[src/rtl/ptw_arbiter.sv]
// Round-robin arbiter sharing one page-table walker between NUM_REQ TLB clients.
// A grant is held until the PTW accepts it; the response is routed to the owning client only.
package mmu_pkg;
   typedef struct packed {
      logic        valid;
      logic [26:0] vpn;
      logic [8:0]  asid;
      logic [1:0]  prv;
      logic        store;
      logic        fetch;
   } ptw_req_t;

   typedef struct packed {
      logic        valid;
      logic        error;
      logic [31:0] pte;
   } ptw_resp_t;

   typedef struct packed {
      ptw_req_t req;
   } tlb_ptw_comm_t;

   typedef struct packed {
      logic       ptw_ready;
      ptw_resp_t  resp;
      logic       invalidate_tlb;
      logic [3:0] ptw_status;
   } ptw_tlb_comm_t;

   localparam int TLB_PTW_W = $bits(tlb_ptw_comm_t);
   localparam int PTW_TLB_W = $bits(ptw_tlb_comm_t);
endpackage

module ptw_arbiter
   import mmu_pkg::*;
#(
   parameter int NUM_REQ      = 2,
   parameter int REQ_IDX_SIZE = $clog2(NUM_REQ)
) (
   input  logic                                  clk_i,
   input  logic                                  rst_i,
   input  logic [NUM_REQ-1:0][TLB_PTW_W-1:0]     tlb_ptw_comm_i,
   output logic [NUM_REQ-1:0][PTW_TLB_W-1:0]     ptw_tlb_comm_o,
   output logic [TLB_PTW_W-1:0]                  tlb_ptw_comm_o,
   input  logic [PTW_TLB_W-1:0]                  ptw_tlb_comm_i,
   output logic [REQ_IDX_SIZE-1:0]               owner_o,
   output logic                                  busy_o,
   output logic                                  orphan_resp_o
);

   typedef enum logic [1:0] {IDLE, GRANTED, WAIT} state_t;

   state_t                  state_reg;
   logic [REQ_IDX_SIZE-1:0] rr_ptr_reg;
   logic [REQ_IDX_SIZE-1:0] grant_reg;
   logic [REQ_IDX_SIZE-1:0] owner_reg;
   logic                    lock_reg;
   logic                    busy_reg;

   ptw_tlb_comm_t           ptw_in;
   tlb_ptw_comm_t           cli_req [NUM_REQ];
   logic [NUM_REQ-1:0]      cli_valid;
   logic                    sel_found;
   logic [REQ_IDX_SIZE-1:0] sel_idx;
   logic [REQ_IDX_SIZE-1:0] cur_idx;
   logic                    cur_valid;
   logic                    fwd;
   logic                    accept;
   logic                    resp_live;

   assign ptw_in = ptw_tlb_comm_i;

   generate
      for (genvar gi = 0; gi < NUM_REQ; gi++) begin : g_cli_in
         assign cli_req[gi]   = tlb_ptw_comm_i[gi];
         assign cli_valid[gi] = cli_req[gi].req.valid;
      end
   endgenerate

   // Scan downward so the candidate closest to rr_ptr is the one left standing.
   always_comb begin
      int                      cand;
      logic [REQ_IDX_SIZE-1:0] cand_idx;
      sel_found = 1'b0;
      sel_idx   = '0;
      for (int k = NUM_REQ - 1; k >= 0; k--) begin
         cand = int'(rr_ptr_reg) + k;
         if (cand >= NUM_REQ) cand = cand - NUM_REQ;
         cand_idx = REQ_IDX_SIZE'(cand);
         if (cli_valid[cand_idx]) begin
            sel_found = 1'b1;
            sel_idx   = cand_idx;
         end
      end
   end

   assign cur_idx   = lock_reg ? grant_reg : sel_idx;
   assign cur_valid = lock_reg ? cli_valid[grant_reg] : sel_found;
   assign fwd       = !rst_i && (state_reg != WAIT) && cur_valid;
   assign accept    = fwd && ptw_in.ptw_ready;
   assign resp_live = !rst_i && (state_reg == WAIT);

   assign tlb_ptw_comm_o = fwd ? cli_req[cur_idx] : '0;
   assign orphan_resp_o  = !rst_i && (state_reg != WAIT) && ptw_in.resp.valid;
   assign owner_o        = owner_reg;
   assign busy_o         = busy_reg;

   generate
      for (genvar gi = 0; gi < NUM_REQ; gi++) begin : g_cli_out
         ptw_tlb_comm_t view;
         always_comb begin
            view                = '0;
            view.invalidate_tlb = ptw_in.invalidate_tlb;
            view.ptw_status     = ptw_in.ptw_status;
            view.ptw_ready      = fwd && ptw_in.ptw_ready && (cur_idx == REQ_IDX_SIZE'(gi));
            if (resp_live && (owner_reg == REQ_IDX_SIZE'(gi))) view.resp = ptw_in.resp;
         end
         assign ptw_tlb_comm_o[gi] = view;
      end
   endgenerate

   always_ff @(posedge clk_i) begin
      if (rst_i) begin
         state_reg  <= IDLE;
         rr_ptr_reg <= '0;
         grant_reg  <= '0;
         owner_reg  <= '0;
         lock_reg   <= 1'b0;
         busy_reg   <= 1'b0;
      end else begin
         case (state_reg)
            IDLE: begin
               if (accept) begin
                  state_reg <= WAIT;
                  owner_reg <= cur_idx;
                  busy_reg  <= 1'b1;
               end else if (fwd) begin
                  state_reg <= GRANTED;
                  grant_reg <= cur_idx;
                  lock_reg  <= 1'b1;
               end
            end
            GRANTED: begin
               // A locked client that withdraws its request releases the lock without moving rr_ptr.
               if (!fwd) begin
                  state_reg <= IDLE;
                  lock_reg  <= 1'b0;
               end else if (accept) begin
                  state_reg <= WAIT;
                  owner_reg <= grant_reg;
                  lock_reg  <= 1'b0;
                  busy_reg  <= 1'b1;
               end
            end
            WAIT: begin
               if (ptw_in.resp.valid) begin
                  state_reg  <= IDLE;
                  busy_reg   <= 1'b0;
                  rr_ptr_reg <= (owner_reg == REQ_IDX_SIZE'(NUM_REQ - 1)) ? '0
                                                                           : owner_reg + 1'b1;
               end
            end
            default: begin
               state_reg <= IDLE;
               lock_reg  <= 1'b0;
               busy_reg  <= 1'b0;
            end
         endcase
      end
   end

endmodule

[config.mk]
export PLATFORM = sky130hd
export DESIGN_NAME = ptw_arbiter
export DESIGN_NICKNAME = d
export VERILOG_FILES = /design/src/rtl/ptw_arbiter.sv
export SDC_FILE = /design/constraint.sdc
export NUM_CORES = 1
export LEC_CHECK = 0
export ABC_AREA = 1
export ABC_CLOCK_PERIOD_IN_PS = 2900
export BUFFER_PORTS_ARGS = -buffer_cell sky130_fd_sc_hd__buf_2
export CORE_AREA = 2 2 97 99
export CTS_CLUSTER_DIAMETER = 200
export DETAILED_ROUTE_END_ITERATION = 8
export DIE_AREA = 0 0 99 101
export SETUP_SLACK_MARGIN = 0.3
export SYNTH_ARGS = -nofsm -noshare
export SYNTH_HDL_FRONTEND = slang
export SYNTH_SLANG_ARGS = --single-unit
export TNS_END_PERCENT = 100
[constraint.sdc]
create_clock -name clk_i -period 2.9 [get_ports clk_i]
set_input_delay 0 -clock clk_i [delete_from_list [all_inputs] [get_ports clk_i]]
set_output_delay 0 -clock clk_i [all_outputs]
set_load 0.03 [all_outputs]
## Yosys cells after proc, flatten, opt, wreduce, memory -nomap -nowiden

Index checks and enable logic that the tools add are counted.

| word-level totals | value |
|---|---|
| register bits | 7 |
| output and inout port bits | 124 |

| cells by class | value |
|---|---|
| add/sub/neg operators | 4 |
| order comparisons | 6 |
| equal/unequal tests | 11 |
| multiplexer cells | 40 |
| bitwise operators | 5 |
| reductions and logical operators | 18 |

Operator list:

| operator | number |
|---|---|
| 41-bit two-way mux | 4 |
| 34-bit two-way mux | 2 |
| 1-bit two-way mux | 25 |
| 2-bit != test, second input constant | 7 |
| 2-bit two-way mux | 5 |
| 1-bit logical AND | 9 |
| 4-bit AND reduction | 2 |
| 1-bit by 2-bit < comparator with 1-bit output, second input constant | 3 |
| 3-bit != test, second input constant | 2 |
| 1-bit case mux with 3 select lines | 2 |
| 2-bit case mux with 3 select lines | 1 |
| 3-bit AND reduction | 2 |
| 2-bit greater-or-equal comparator, second input constant | 2 |
| 1-bit inverter | 4 |
| 2-bit AND reduction | 2 |
| 1-bit by 1-bit adder with 2-bit output, second input constant | 1 |
| 2-bit by 1-bit == test with 1-bit output, second input constant | 1 |
| 2-bit == test, second input constant | 1 |
| 1-bit by 2-bit greater-or-equal comparator with 1-bit output, second input constant | 1 |
| 2-bit zero test | 1 |
| 1-bit inverter with 2-bit output | 1 |
| 1-bit case mux with 2 select lines | 1 |
| 2-bit nonzero test | 1 |
| 1-bit subtractor, second input constant | 2 |
| 2 further kinds | 2 |

## Longest topological paths before layout

Gate-level depths: netlist (run 1).

| depth | value |
|---|---|
| depth after elaboration | 13 |
| gate-level depth with buffers | 9 |

## Worst setup path after synthesis (run 1)

No wires, ideal clock.

| timing | value |
|---|---|
| kind | reg2out |
| start | register state_reg[0] |
| end | output tlb_ptw_comm_o[31] |
| arrival time | 1415 ps |
| setup slack | 1485 ps |
| stages on the path, launching flop included | 8 |
| buffers on the path | 1 |
| cells stage by stage | dfxtp_1 -> inv_2 -> a21oi_4 -> nand2_4 -> clkinv_4 -> buf_6 -> o21ai_1 -> nor2_1 |

| on the way | value |
|---|---|
| word-level cells in the longest chain between the ends | 4 |

RTL lines:

| what | line | RTL |
|---|---|---|
| start: declaration | 53 | `state_t state_reg;` |
| start signal: assignment | 124 | `state_reg <= IDLE;` |
| start signal: assignment | 134 | `state_reg <= WAIT;` |
| start signal: assignment | 138 | `state_reg <= GRANTED;` |
| 2-bit != test | 99 | `assign fwd = !rst_i && (state_reg != WAIT) && cur_valid;` |
| 1-bit logical AND (2 in series) | 99 |  |
| 41-bit two-way mux | 103 | `assign tlb_ptw_comm_o = fwd ? cli_req[cur_idx] : '0;` |
| end: declaration | 44 | `output logic [TLB_PTW_W-1:0] tlb_ptw_comm_o,` |

Every way passes these cells.

## Worst setup path in the final report (run 1)

| timing | value |
|---|---|
| start | register lock_reg |
| end | output tlb_ptw_comm_o[37] |

| on the way | value |
|---|---|
| word-level cells in the longest chain between the ends | 6 |

RTL lines:

| what | line | RTL |
|---|---|---|
| start: declaration | 57 | `logic lock_reg;` |
| start signal: assignment | 128 | `lock_reg <= 1'b0;` |
| start signal: assignment | 140 | `lock_reg <= 1'b1;` |
| start signal: assignment | 147 | `lock_reg <= 1'b0;` |
| 1-bit two-way mux | 97 | `assign cur_idx = lock_reg ? grant_reg : sel_idx;` |
| 1-bit inverter with 2-bit output (not written as such) | 103 |  |
| 41-bit two-way mux (not written as such) (3 in series) | 103 |  |
| 41-bit two-way mux (*) | 103 |  |

Mark *: on every way between the ends. The rest lies on a longest branch, timed or not. The select of a mux whose other input is x is not followed.

==> flow_summary.yaml, run 1 <==
run_status:
  status: "finished clean"
drt:
  drt_wl_total_um: 7158
  drtIter0Drc: 87
  ant_nets: 0
  drt-vias-per-instance: 4.043
  drtPass1Iterations: 6
  remaining_drc_errors: 0
  dr_total_vias: 2555
  wl_per_cell_um: 11.33
yosys:
  synth.mux.area_fraction: 0
  synth.top_cell.area_share: 0.2811
  post-synth-top-area-cell: "nor2_1"
  synthAdderAreaFrac: 0
  synth_xor_area_frac: 0
  synth_seq_cells: 7
  postSynth.asyncResetShare: 0
  synth_edf_count: 0
  syn-cell-area_mm2: 0.001629
  synth-simple-area-share: 0.4977
  synth_cell_type_count: 25
  synth_compound_area_frac: 0.1705
  synth_top_family_by_area: "simple AND/OR/NAND/NOR gates"
  yosysWarnings: 0
  ys_top_cells_by_area: "nor2_1, o21ai_1, nor2_2"
  seq_area_frac_synth: 0.08602
  syn_inst: 311
  synth-main-ff-cell: "dfxtp_1"
  syn_nets: 435
  synth.cells.most_frequent: "nor2_1, inv_1, o21ai_1, nor2_2, nand2_1"
  yosysMostFrequentCell: "nor2_1"
  avgSynthCellArea_um2: 5.238
floorplanning:
  start_util: 0.1815
  placementRows: 35
  die_y_um: 101
  die_w_um: 99
  io_pins: 248
  core-area_mm2: 0.008977
  die_area_mm2: 0.009999
layout:
  largest_register_ffs: 2
  fin_nets: 646
  multi_input_area_mm2: 0.001089
  diodes: 0
  drive_above_1_share: 0.5336
  syn_to_final_growth_pct: 69.82
  regArea_um2: 140.1
  fillers: 1025
  layout.cells.non_filler: 632
clocking:
  cts_buffer_depth: 2
  cts_resized: 0
  postCtsHoldBufs: 0
  insertion_delay_ps: 230
  cts_buffers: 3
  clk_pin_slew_ps: 40
  ctsRootBufferMaster: "clkbuf_8"
  cts_sinks: 7
  h-tree-depth: 1
  cts_tree: "yes"
  postCtsSetupBuffers: 0
power:
  powerDensity_mw_per_mm2: 248.2
  p_int_w: 0.0003434
  pwr-share-seq: 0.159
  p_total_w: 0.0006867
  clock_power_share: 0.203
  combPwrFrac: 0.638
  power_leakage_nw: 1.855
  p_sw_w: 0.0003433
  p_sw_frac: 0.5000
  vdd_drop_max_mv: 0.1179
place:
  numPortBuffers: 232
  place_worst_setup_slack_ps: 1082
  gp_congestion: 0.8250
  dp_hpwl_um: 6061
  dp.cells: 628
setup_path:
  reg2reg_to: "rr_ptr_reg$_SDFFE_PP0P_"
  crit_chain: "nand3b_1, nand2_2, inv_1, buf_4, nor2_1, nor2_1, buf_2"
  crit_family: "buffers and inverters"
  arrival_ps: 2060
  endpoint_kind: "output pin"
  reg2reg_slack_ps: 1320
  critPathMostFrequentCell: "nor2_1"
  reg2reg_depth: 4
  path_depth: 7
  worstPathMaxFanout: 29
  critPathMaxStageDelay_ps: 600
  worstSetupStartpointType: "flop"
  cp_num_buf_inv: 3
  cpMaxStageDelayCell: "inv_1"
  required_ps: 2900
  crit_type: "reg2out"
  r2r_start: "state_reg[1]$_SDFFE_PP0P_"
hold_path:
  min_delay_path_depth: 0
  hp-start: "ptw_tlb_comm_i[1]"
  min_to: "ptw_tlb_comm_o[41]"
  hold_path_class: "in2out"
sta:
  finalHoldViolCount: 0
  setup_viol: 0
  setup_ws_ps: 838.2
  fin_crit_ps: 2062
  rsz0062_at_grt: "no"
  holdWs_ps: 0.01383
  fin_tns_setup_ps: 0
  fin_crit_sh: 0.7110
  slew_viol_final: 0
  max_freq_mhz: 485.0
  slew_headroom: 0.4506
  fin_skew_ps: 1.290
  worst_pin_slew_ps: 823.2
global_route:
  grt_pass1_wl_um: 10990
  grt_util_all_layers: 0.1343
  grt_pass1_vias: 2324
  antenna_found_initial: 0
  grt_max_degree: 44
  gr-total-overflow: 0
run:
  drv_cap: 0
worst reg2reg max path, cell delays in order (launching register included):
cell     delay (ps)
dfxtp_1         410
inv_1           130
nor2_4          200
nand3_4         430
o22ai_1         320
kinds of logic (layout without fill, tap and decap cells):
| kind of cell | after synthesis | after routing |
|---|---|---|
| AND/OR/NAND/NOR | 177 | 177 |
| AO/OA/AOI/OAI | 53 | 53 |
| buffers and inverters | 74 | 284 |
| flip-flops | 7 | 7 |
metal layers:
layer | GRT usage | share of wire | up-vias
met4 | 0.03477 | 0.0096 | 0
li1 | - | - | 1348
met3 | 0.03121 | 0.10 | 7
met5 | 0 | 0 | -
met2 | 0.2635 | 0.51 | 144
met1 | 0.1429 | 0.38 | 1056
cells in the final DEF (no fill, tap or decap), types with 2 or more instances in the layout:
cell type  count
nand3_4        2
nor2_4         2
buf_4          2
o21ai_0        5
clkbuf_8       3
inv_1         44
nand4_1        2
a21oi_1        5
buf_2        232
dfxtp_1        7
nand2_1       13
nor2_2        31
o21ai_1       41
nor2_1       122
stage by stage:
step | cell area, µm² | utilization
after floorplan | 1629 | -
after global placement | 2721 | 0.3031
after detailed placement | 2721 | 0.3031
after CTS | 2766 | 0.3082
after global routing | 2766 | 0.3082
final | 2766 | 0.3082
power groups by stage:
stage	Combinational (W)	Clock, W	Sequential, W
detailed placement	0.000440	0	0.000111
global route	0.000481	0.000150	0.000110
finish	0.000438	0.000139	0.000109
CTS	0.000443	0.000143	0.000109
global placement	0.000437	0	0.000110
floorplan	0.000309	0	0.000114
worst max-delay path by stage:
stage	end	from	slack, ps
floorplan	tlb_ptw_comm_o[31]	state_reg[0]$_SDFFE_PP0P_	1490
global placement	tlb_ptw_comm_o[5]	rr_ptr_reg$_SDFFE_PP0P_	1140
detailed placement	tlb_ptw_comm_o[37]	lock_reg$_SDFFE_PP0P_	1080
CTS	tlb_ptw_comm_o[37]	lock_reg$_SDFFE_PP0P_	830
global route	tlb_ptw_comm_o[31]	lock_reg$_SDFFE_PP0P_	580
finish	tlb_ptw_comm_o[37]	lock_reg$_SDFFE_PP0P_	840
final cells by class:
cell class | count | area share
inverters | 46 | 0.06422
multi-input cells | 230 | 0.3935
well taps | 111 | 0.05020
clock buffers | 4 | 0.01628
flip-flops and latches | 7 | 0.05066
repair buffers | 234 | 0.4251
No activity file was read; power rests on OpenSTA's default activity.
==> run 2: changes to the inputs <==
ABC_AREA = 0   (was 1)
ABC_CLOCK_PERIOD_IN_PS = 2000   (was 2900)
CORE_AREA = 2 2 96 98   (was 2 2 97 99)
DIE_AREA = 0 0 98 100   (was 0 0 99 101)
clock period = 2 ns   (was 2.9 ns; I/O delays follow)
==> flow_summary.yaml, run 2 <==
setup_path:
  critPathMaxStageDelay_ps: 340
  reg2reg_slack_ps: 610
  worstSetupStartpointType: "flop"
  worstPathMaxFanout: 20
  cpMaxStageDelayCell: "dfxtp_1"
  cp_num_buf_inv: 2
  crit_type: "reg2out"
  r2r_start: "grant_reg$_SDFFE_PP0P_"
  reg2reg_to: "lock_reg$_SDFFE_PP0P_"
  required_ps: 2000
  endpoint_kind: "output pin"
  critPathMostFrequentCell: "a21oi_2"
  arrival_ps: 1600
  crit_family: "buffers and inverters"
  reg2reg_depth: 5
  crit_chain: "mux2i_2, a21oi_2, nand2_4, buf_12, a21oi_2, clkbuf_4"
layout:
  layout_commonest_cell: "buf_2"
  syn_to_final_growth_pct: 85.77
  most-common-layout-cells: "buf_2, nand2_1, and2_1"
  largest_register_ffs: 2
  fillers: 940
  drive_above_1_share: 0.6283
  diodes: 0
  fin_nets: 612
sta:
  max_freq_mhz: 626.9
  fin_crit_sh: 0.7976
  finalHoldViolCount: 0
  setup_viol: 0
  slew_headroom: 0.7677
  fin_tns_setup_ps: 0
  rsz0062_at_grt: "no"
  slew_viol_final: 0
  worst_pin_slew_ps: 347.7
  holdWs_ps: 0.05116
  fin_skew_ps: 0.5544
  fin_crit_ps: 1595
  setup_ws_ps: 404.8
global_route:
  grt_util_all_layers: 0.1207
  grt_max_degree: 43
  grt_pass1_wl_um: 10120
  antenna_found_initial: 0
  gr-total-overflow: 0
  grt_pass1_vias: 2308
floorplanning:
  core-area_mm2: 0.008890
  die_w_um: 98
  start_util: 0.1899
  io_pins: 248
  die_area_mm2: 0.009800
  die_y_um: 100
  placementRows: 35
hold_path:
  hp-start: "ptw_tlb_comm_i[0]"
  min_to: "ptw_tlb_comm_o[40]"
  hold_path_class: "in2out"
  min_delay_path_depth: 0
yosys:
  synth_edf_count: 0
  syn-cell-area_mm2: 0.001688
  yosysWarnings: 0
  syn_nets: 390
  synth_seq_cells: 7
  ys_top_cells_by_area: "and2_1, a21oi_2, nand2_1"
  postSynth.asyncResetShare: 0
  post-synth-top-area-cell: "and2_1"
  avgSynthCellArea_um2: 6.345
  seq_area_frac_synth: 0.08302
  syn_inst: 266
  synth_cell_type_count: 33
  yosysMostFrequentCell: "nand2_1"
  synth-main-ff-cell: "dfxtp_1"
  synth.top_cell.area_share: 0.2557
  synth.cells.most_frequent: "nand2_1, and2_1, a21oi_2, buf_4, buf_2"
place:
  gp_congestion: 0.7832
  place_worst_setup_slack_ps: 469.2
  numPortBuffers: 232
  dp_hpwl_um: 5330
drt:
  remaining_drc_errors: 0
  dr_total_vias: 2564
  drt-vias-per-instance: 4.288
  ant_nets: 0
  wl_per_cell_um: 12.03
  drtPass1Iterations: 4
  drt_wl_total_um: 7191
  drtIter0Drc: 37
clocking:
  h-tree-depth: 1
  insertion_delay_ps: 230
  clk_pin_slew_ps: 40
  cts_buffer_depth: 2
  cts_sinks: 7
  cts_tree: "yes"
  cts_buffers: 3
  ctsRootBufferMaster: "clkbuf_8"
power:
  power_leakage_nw: 1.839
  vdd_drop_max_mv: 0.1718
  powerDensity_mw_per_mm2: 414.7
run:
  drv_cap: 0
run_status:
  status: "finished clean"
-- run 2: kinds of logic (layout without fill, tap and decap cells) --
kind of cell,Yosys count,count (layout),share of synthesized area
compound gates,55,55,0.2750
buf+inv,32,253,0.1193
flops,7,7,0.08302
mux,2,2,0.01186
simple gates,170,170,0.5108
-- run 2: how the worst max path moves through the flow --
stage                         startpoint            endpoint  slack [ps]  cells past startpoint
6_report          grant_reg$_SDFFE_PP0P_  tlb_ptw_comm_o[17]         400                      6
5_1_grt        state_reg[0]$_SDFFE_PP0P_  ptw_tlb_comm_o[68]         290                      5
4_1_cts            lock_reg$_SDFFE_PP0P_  tlb_ptw_comm_o[18]         280                      6
3_5_place_dp      grant_reg$_SDFFE_PP0P_  tlb_ptw_comm_o[18]         470                      6
3_3_place_gp      grant_reg$_SDFFE_PP0P_  tlb_ptw_comm_o[17]         530                      6
2_1_floorplan       owner_o$_SDFFE_PP0P_  ptw_tlb_comm_o[45]         660                      4
-- run 2: repair_timing --
action,4_1_cts,5_1_grt
resized for setup,3,12
pin swaps,2,3
setup buffers,3,1
hold buffers,0,0
cloned,1,4
setup endpoints to repair,41,98
-- run 2: layout make-up --
type | count | area, µm² | area share
inverters | 3 | 11.26 | 0.003591
well taps | 111 | 138.9 | 0.04429
repair buffers | 246 | 1413 | 0.4505
multi-input cells | 227 | 1385 | 0.4417
flip-flops and latches | 7 | 142.6 | 0.04549
clock buffers | 4 | 45.04 | 0.01437
-- run 2: where the power goes --
group	leakage (nW)	internal, W	switching [W]	total [W]
Sequential	0.0582	0.000155	0.0000187	0.000174
Combinational	1.76	0.000369	0.000559	0.000928
Clock	0.0228	0.000138	0.0000608	0.000199
-- run 2: routing by layer --
layer	GRT usage	part of all wire	vias to the layer above
met5	0	0	-
met4	0.02671	0.0071	0
met3	0.01671	0.085	7
met2	0.2408	0.53	160
met1	0.1346	0.38	1113
li1	-	-	1284
-- run 2: per-stage QoR --
step	cells	util	area [µm²]	power (W)
floorplan	266	-	1688	0.0007518
global placement	585	0.3246	2885	0.0009743
detailed placement	585	0.3246	2885	0.0009894
CTS	593	0.3360	2987	0.001227
global route	598	0.3527	3136	0.001396
finish	598	0.3527	3136	0.001300
